<file path="config.mk">
export PLATFORM = sky130hd
export DESIGN_NAME = image_stream_feeder
export DESIGN_NICKNAME = d
export VERILOG_FILES = /design/src/rtl/image_stream_feeder.sv
export SDC_FILE = /design/constraint.sdc
export NUM_CORES = 1
export LEC_CHECK = 0
export ABC_AREA = 1
export ABC_CLOCK_PERIOD_IN_PS = 3110
export CORE_ASPECT_RATIO = 0.9
export CORE_MARGIN = 2
export CORE_UTILIZATION = 45
export DETAILED_ROUTE_END_ITERATION = 10
export PLACE_DENSITY = 0.78
export RECOVER_POWER = 50
export SLEW_MARGIN = 0
export SYNTH_ARGS = -nofsm -noshare
export SYNTH_HDL_FRONTEND = slang
export SYNTH_SLANG_ARGS = --single-unit
</file>
<file path="constraint.sdc">
create_clock -name i_clk -period 3.11 [get_ports i_clk]
set_input_delay 0.622 -clock i_clk [delete_from_list [all_inputs] [get_ports i_clk]]
set_output_delay 0.622 -clock i_clk [all_outputs]
set_load 0.005 [all_outputs]
</file>
<file path="src/rtl/image_stream_feeder.sv">
// Streams a frame from a synchronous-read BRAM to the window controller as 8-bit pixels,
// paced by line credits, with optional trailing zero lines to flush the bottom windows.
module image_stream_feeder #(
   parameter int unsigned IMG_WIDTH     = 512,
   parameter int unsigned IMG_HEIGHT    = 512,
   parameter int unsigned PRELOAD_LINES = 4,
   parameter int unsigned PAD_LINES     = 0,
   parameter int unsigned ADDR_W        = 18
) (
   input  logic              i_clk,
   input  logic              i_rst_n,
   input  logic              i_start,
   input  logic              i_intr,
   output logic              o_mem_rd_en,
   output logic [ADDR_W-1:0] o_mem_addr,
   input  logic [7:0]        i_mem_data,
   output logic [7:0]        o_pixel_data,
   output logic              o_pixel_data_valid,
   output logic              o_busy,
   output logic              o_done
);

   localparam int unsigned TOTAL_LINES = IMG_HEIGHT + PAD_LINES;
   localparam int unsigned CREDIT_W    = $clog2(TOTAL_LINES + 1);
   localparam int unsigned ROW_W       = CREDIT_W;
   localparam int unsigned COL_W       = (IMG_WIDTH > 1) ? $clog2(IMG_WIDTH) : 1;
   localparam int unsigned PRELOAD_EFF = (PRELOAD_LINES < TOTAL_LINES) ? PRELOAD_LINES : TOTAL_LINES;

   typedef enum logic [1:0] {
      IDLE = 2'd0,
      SEND = 2'd1,
      WAIT = 2'd2,
      DONE = 2'd3
   } state_t;

   state_t              state;
   logic [CREDIT_W-1:0] credit;
   logic [CREDIT_W-1:0] credit_nxt;
   logic [COL_W-1:0]    col;
   logic [ROW_W-1:0]    row;
   logic                pad_issue;
   logic                p1_valid;
   logic                p1_pad;

   logic line_end_c;
   logic last_line_c;
   logic img_row_c;
   logic next_img_row_c;
   logic credit_inc_c;

   // Line bookkeeping and credit arithmetic for the current issue cycle
   always_comb begin
      line_end_c     = (state == SEND) && (col == COL_W'(IMG_WIDTH - 1));
      last_line_c    = (row == ROW_W'(TOTAL_LINES - 1));
      img_row_c      = (row < ROW_W'(IMG_HEIGHT));
      next_img_row_c = ((row + ROW_W'(1)) < ROW_W'(IMG_HEIGHT));
      credit_inc_c   = i_intr && ((state == SEND) || (state == WAIT));
      credit_nxt     = credit;
      if (credit_inc_c && !line_end_c) begin
         if (credit != '1) credit_nxt = credit + CREDIT_W'(1);
      end else if (line_end_c && !credit_inc_c) begin
         credit_nxt = credit - CREDIT_W'(1);
      end
   end

   // State, issue registers and the two-stage read-to-pixel pipeline
   always_ff @(posedge i_clk or negedge i_rst_n) begin
      if (!i_rst_n) begin
         state              <= IDLE;
         credit             <= '0;
         col                <= '0;
         row                <= '0;
         pad_issue          <= 1'b0;
         p1_valid           <= 1'b0;
         p1_pad             <= 1'b0;
         o_mem_rd_en        <= 1'b0;
         o_mem_addr         <= '0;
         o_pixel_data       <= '0;
         o_pixel_data_valid <= 1'b0;
         o_busy             <= 1'b0;
         o_done             <= 1'b0;
      end else begin
         p1_valid           <= o_mem_rd_en | pad_issue;
         p1_pad             <= pad_issue;
         o_pixel_data_valid <= p1_valid;
         if (p1_valid) o_pixel_data <= p1_pad ? 8'd0 : i_mem_data;
         credit <= credit_nxt;

         case (state)
            IDLE, DONE: begin
               // o_done follows DONE one cycle late so it lines up with the last drained pixel
               o_done <= (state == DONE) && !i_start;
               if (state == DONE) credit <= '0;
               if (i_start) begin
                  credit     <= CREDIT_W'(PRELOAD_EFF);
                  row        <= '0;
                  col        <= '0;
                  o_mem_addr <= '0;
                  o_busy     <= 1'b1;
                  if (PRELOAD_EFF != 0) begin
                     state       <= SEND;
                     o_mem_rd_en <= 1'b1;
                     pad_issue   <= 1'b0;
                  end else begin
                     state <= WAIT;
                  end
               end
            end

            SEND: begin
               if (img_row_c) o_mem_addr <= o_mem_addr + ADDR_W'(1);
               if (line_end_c) begin
                  col <= '0;
                  row <= row + ROW_W'(1);
                  if (last_line_c) begin
                     state       <= DONE;
                     o_busy      <= 1'b0;
                     o_mem_rd_en <= 1'b0;
                     pad_issue   <= 1'b0;
                     credit      <= '0;
                  end else if (credit_nxt == '0) begin
                     state       <= WAIT;
                     o_mem_rd_en <= 1'b0;
                     pad_issue   <= 1'b0;
                  end else begin
                     o_mem_rd_en <= next_img_row_c;
                     pad_issue   <= !next_img_row_c;
                  end
               end else begin
                  col <= col + COL_W'(1);
               end
            end

            WAIT: begin
               if (credit != '0) begin
                  state       <= SEND;
                  o_mem_rd_en <= img_row_c;
                  pad_issue   <= !img_row_c;
               end
            end

            default: state <= IDLE;
         endcase
      end
   end

endmodule

</file>
After elaboration in Yosys (flattened, before gate mapping)
Index checks and enable logic that the tools add are counted.

$add $sub $neg: 5. Eq/ne operators: 12. Bitwise operators: 1. Magnitude comparators: 2. Reduce and logical (&&, ||, !) cells: 22. Multiplexer cells: 39.

Operators with widths (count): 10-bit two-way mux (9); 10-bit one-hot mux with 2 select lines (2); 18-bit two-way mux (2); 18-bit one-hot mux with 2 select lines (1); 10-bit by 1-bit adder with 10-bit output (second input constant) (2); 10-bit < comparator (second input constant) (2); 18-bit by 1-bit adder with 18-bit output (second input constant) (1); 9-bit two-way mux (2); 9-bit one-hot mux with 2 select lines (1); 1-bit two-way mux (12); 10-bit by 9-bit == test with 1-bit output (second input constant) (1); 10-bit zero test (1); 2-bit two-way mux (5); 10-bit inequality test (second input constant) (1); 10-bit nonzero test (1); 10-bit by 1-bit subtractor with 10-bit output (second input constant) (1); 9-bit by 1-bit adder with 9-bit output (second input constant) (1); 9-bit == test (second input constant) (1); 3-bit AND reduction (3); 8-bit two-way mux (1); 2-bit inequality test (second input constant) (4); 4-bit AND reduction (2); 1-bit one-hot mux with 3 select lines (2); 2-bit one-hot mux with 3 select lines (1); other kinds (13) (22).

Word-level logic and storage cells: 94. Output and inout port bits: 30. Register bits: 64.

Logic depth before layout (Yosys ltp)
Depth after elaboration: 12. Depth in mapped cells: 20. Depth with buffers taken out: 20.

Worst setup path after synthesis
Ideal clock, no wire load.

Kind: register -> register. From: register col[0]. To: register state[1]. Arrival time: 2.084 ns. Cell stages (with the launch flop): 18. Buffers on the path: 0. Library setup time: 0.124 ns. Setup slack: 0.902 ns. Period minus slack after synthesis: 2.208 ns. Required time: 2.986 ns. Cells stage by stage: dfrtp_1 ha_1 nand4_1 nor4_1 ha_1 nand2_2 clkinv_8 nand2_8 nor3_4 nand3_1 nand3_1 nand2_1 nor2_2 nand3_2 nand2_2 nand2_2 nand2_1 o21ai_1.

Cells in the longest elaborated chain, start to end: 8. Elaborated cells between the ends (all ways): 11. Classes of those cells: eq/ne (3); mux (2); reduce/logical (6).

Ends and longest elaborated chain: start, declared (RTL line 39) `logic [COL_W-1:0] col;`; start signal, assigned (RTL line 130) `col <= col + COL_W'(1);`; 9-bit == test * (RTL line 53) `line_end_c = (state == SEND) && (col == COL_W'(IMG_WIDTH - 1));`; 1-bit logical AND * (RTL line 53); 1-bit logical AND / 1-bit zero test (equally long branches) (RTL line 61, 59); 10-bit two-way mux / 1-bit logical AND (equally long branches) (RTL line 61, 59); 10-bit two-way mux (RTL line 59) `if (credit_inc_c && !line_end_c) begin`; 10-bit zero test (RTL line 121) `end else if (credit_nxt == '0) begin`; 3-bit by 2-bit inequality test with 1-bit output (no source line); 4-bit AND reduction (no source line) *; end signal, assigned (RTL line 69) `state <= IDLE;`; end signal, assigned (RTL line 116) `state <= DONE;`; end signal, assigned (RTL line 122) `state <= WAIT;`; end, declared (RTL line 36) `state_t state;`.

Every way passes the cells marked *; elsewhere a longest branch is shown, timed or not. A chain may end at the register's enable or synchronous reset.

Final worst setup path
From: register state[0]. To: register o_mem_addr[16].

Cells in the longest elaborated chain, start to end: 4. Elaborated cells between the ends (all ways): 9. Classes of those cells: eq/ne (4); mux (1); reduce/logical (4).

Ends and longest elaborated chain: start signal, assigned (RTL line 69); start signal, assigned (RTL line 101) `state <= SEND;`; start signal, assigned (RTL line 105) `state <= WAIT;`; 2-bit == test / 2-bit zero test (equally long branches) (RTL line 89) `case (state)`; 2-bit OR reduction (RTL line 89); 2-bit inequality test (no source line) / 2-bit nonzero test (equally long branches); 3-bit AND reduction (no source line); end signal, assigned (RTL line 111) `if (img_row_c) o_mem_addr <= o_mem_addr + ADDR_W'(1);`; end, declared (RTL line 15) `output logic [ADDR_W-1:0] o_mem_addr,`.

Parallel ways exist; a longest one is shown, timed or not.

==> summary.txt <==
Outcome
  • Status: complete, but fails checks
  • Failing checks: max-capacitance violations, max-slew violations

Clocking
  • TritonCTS buffer count: 9
  • Reg clk slew, reported paths: 0.07 ns
  • CTS tree: yes
  • Post-CTS setup buffers: 0
  • Latest clock arrival within the worst-skew pair: 0.33 ns
  • CTS max path bufs: 2
  • Clk sinks: 64
  • Root buffer cell: clkbuf_8
  • H-Tree Depth: 3
  • Cells resized by post-CTS repair: 0
  • Hold_buf cts: 0

Synth
  • Mux share of post-synthesis cell area: 0%
  • Syn_nets: between 500 and 600
  • Post-synthesis cell type count: 44
  • Ys async rst share: 100%
  • Top FF cell, synth: dfrtp_1
  • Post-synth EDFFs: 0
  • Post-synthesis sequential area ratio: 42.2%
  • XOR/XNOR share of the synthesized area: 1.15%
  • Dominant cell type by area after synthesis: dfrtp_1
  • Most frequent cells after synthesis: nand2_1 (99), inv_1 (69), dfrtp_1 (64)
  • Synth Area in Adders: 3.63%
  • Top-count cell post-synth: nand2_1
  • Syn Inst Count: 484
  • Synth Area in Compound Gates: 11.2%
  • Synth area leaders: dfrtp_1 (42%), nand2_1 (9.8%), inv_1 (6.8%)
  • FF+latch count, synth: 64
  • Post-Synth Simple-Gate Area: between 30% and 40%
  • Synth top area share: 42.2%
  • Syn_area_per_cell: 7.84 um^2
  • Largest family of logic cells by synthesized area: simple AND/OR/NAND/NOR gates
  • Mapped Area: between 0.003 and 0.004 mm^2
  • Synth Warn #: 0

STA
  • Setup Skew: 0.00934 ns
  • Crit path time final: around 2.6 ns
  • Setup-failing EPs final: 0
  • WHS: between 0.4 and 0.5 ns
  • Slew headroom: -8.34%
  • Pins over their slew limit: 33
  • Setup TNS: 0 ns
  • Final hold vios: 0
  • Period utilization: 84.9%
  • Actual slew at the worst max-slew pin: 1.63 ns
  • Fmax: 0.379 GHz
  • RSZ-0062 raised after global routing: false
  • Worst setup margin: 0.469 ns

Min path
  • Min-Delay Endpoint: p1_pad$_DFF_PN0_
  • Hold Path Class: register to register
  • Hold Path Depth: 0
  • Hold Startpoint: pad_issue$_DFFE_PN0P_

Cells and area
  • Finished Cell Area: 0.00447 mm^2
  • Nets: 557
  • Area Growth Syn to Fin: 17.9%
  • Post-route insts no fill: 638
  • N_diodes: 0
  • Fraction of layout cells with a size suffix above 1: 10.2%
  • Final Util: 55.2%

Placement
  • Final HPWL DP: 6220 um
  • GP Congestion: 0.956
  • Area post-placement: 0.00433 mm^2
  • Pre-CTS setup slack: roughly 0.55 ns
  • I/O Buffers: 41
  • Placed Cells: 622

Detailed routing
  • Vias per Instance: roughly 5.4
  • Vias: 3,455
  • Initial DRT Pass Iterations: 4
  • DRT antenna net count: 0
  • Post-route DRC violation count: 0
  • Violation count after the first detailed-route iteration: 204
  • Final WL: 8380 um
  • Wire per inst: 13.1 um

Worst setup path
  • WS Path Type: register to register
  • Reg2Reg Setup Slack: 0.47 ns
  • Kind of end point of the critical path: register
  • Worst Path Arrival: 2.88 ns
  • RR Endpoint: o_mem_addr[16]$_DFFE_PN0P_
  • FF-to-FF path depth: 11
  • Crit-path max FO: 10
  • Required @ worst endpoint: about 3.3 ns
  • Startpoint types: register
  • R2R Path Start: state[0]$_DFFE_PN0P_

GRT
  • Initial antenna violation count: 0
  • First-pass GRT wire length: 14,300 um
  • Largest net degree at the start of global routing: 34
  • Total track usage: 19.1%
  • Vias in the first global route: 3,169
  • Aggregate global routing overflow: 0

Power
  • Pwr Total: 3.46 mW
  • Pwr per Cell Area: 772 mW/mm^2
  • Peak VDD IR: 0.000499 V
  • Leakage: approximately 2.1 nW

Floorplan
  • Initial core utilization: between 40% and 50%
  • Core box area: 0.00811 mm^2
  • Die area: between 0.009 and 0.01 mm^2
  • Die Y: roughly 91 um
  • Die Wd: 101 um
  • Std-Cell Rows: 31
  • Ports: 42

Flow run
  • Max cap viols: 1
[where the power goes]
group	switching, mW	internal [mW]	total, mW
Clock	0.319	0.310	0.629
Combinational	1.05	0.593	1.64
Sequential	0.191	0.995	1.19
[layer usage]
metal	part of all wire, %	routed length (um)	up-vias	track usage [%]
met3	5.0	422	15	4.31
met1	48	3990	1641	26.8
met5	0	0	-	0
met4	1.8	154	0	6.51
met2	45	3810	105	29.1
li1	-	-	1694	-
[worst max-delay path by stage]
stage                                    start                          to  slack [ns]  cells past startpoint
after floorplan             col[0]$_DFFE_PN0P_        state[1]$_DFFE_PN0P_        0.90                     17
after global placement                 i_start          row[4]$_DFFE_PN0P_        0.55                     10
after detailed placement               i_start          row[4]$_DFFE_PN0P_        0.55                     10
after CTS                   col[0]$_DFFE_PN0P_        state[0]$_DFFE_PN0P_        0.64                     19
after global routing      state[0]$_DFFE_PN0P_  o_mem_addr[16]$_DFFE_PN0P_        0.14                     11
final                     state[0]$_DFFE_PN0P_  o_mem_addr[16]$_DFFE_PN0P_        0.47                     11
[placed cells by master, fill, tap and decap left out, types with 6 or more instances in the layout]
cell,n
nand2_1,100
inv_1,71
dfrtp_1,64
nand3_1,43
clkdlybuf4s50_1,40
nor2_1,37
o21ai_0,32
a21oi_1,29
nor3_1,20
ha_1,11
nand4_1,10
clkbuf_8,10
nor2_2,8
nand2_2,6
[layout make-up]
cell class / instances / area (um^2)
fillers: 720 / 3630
multi-input cells: 340 / 1860
flip-flops and latches: 64 / 1600
repair buffers: 43 / 417
inverters: 76 / 298
clock buffers: 11 / 141
well taps: 99 / 124
clock inverters: 5 / 32.5
[cells by family (layout without fill, tap and decap cells)]
family	count (synthesis)	after routing
buf+inv	80	135
simple gates	248	248
compound gates	76	76
xor+xnor	5	5
flops	64	64
fa+ha+maj	11	11
[registers in the layout (all words and copies together) (netlist names)]
| signal | flops |
|---|---|
| credit | 10 |
| o_mem_rd_en | 1 |
| o_mem_addr | 18 |
| o_pixel_data_valid | 1 |
| p1_valid | 1 |
| pad_issue | 1 |
| o_done | 1 |
| o_pixel_data | 8 |
| state | 2 |
| col | 9 |
| p1_pad | 1 |
| row | 10 |
| o_busy | 1 |
[critical path: stages, from the launching register on]
cell	delay, ns
dfrtp_1	0.41
inv_1	0.08
ha_1	0.35
inv_1	0.16
nor2_1	0.14
nor2_4	0.19
nand2_1	0.26
nor2_2	0.20
nand3_1	0.15
nor2_1	0.25
nand3_1	0.10
a221oi_1	0.25
Note: power is estimated with default switching activity, not from simulation.
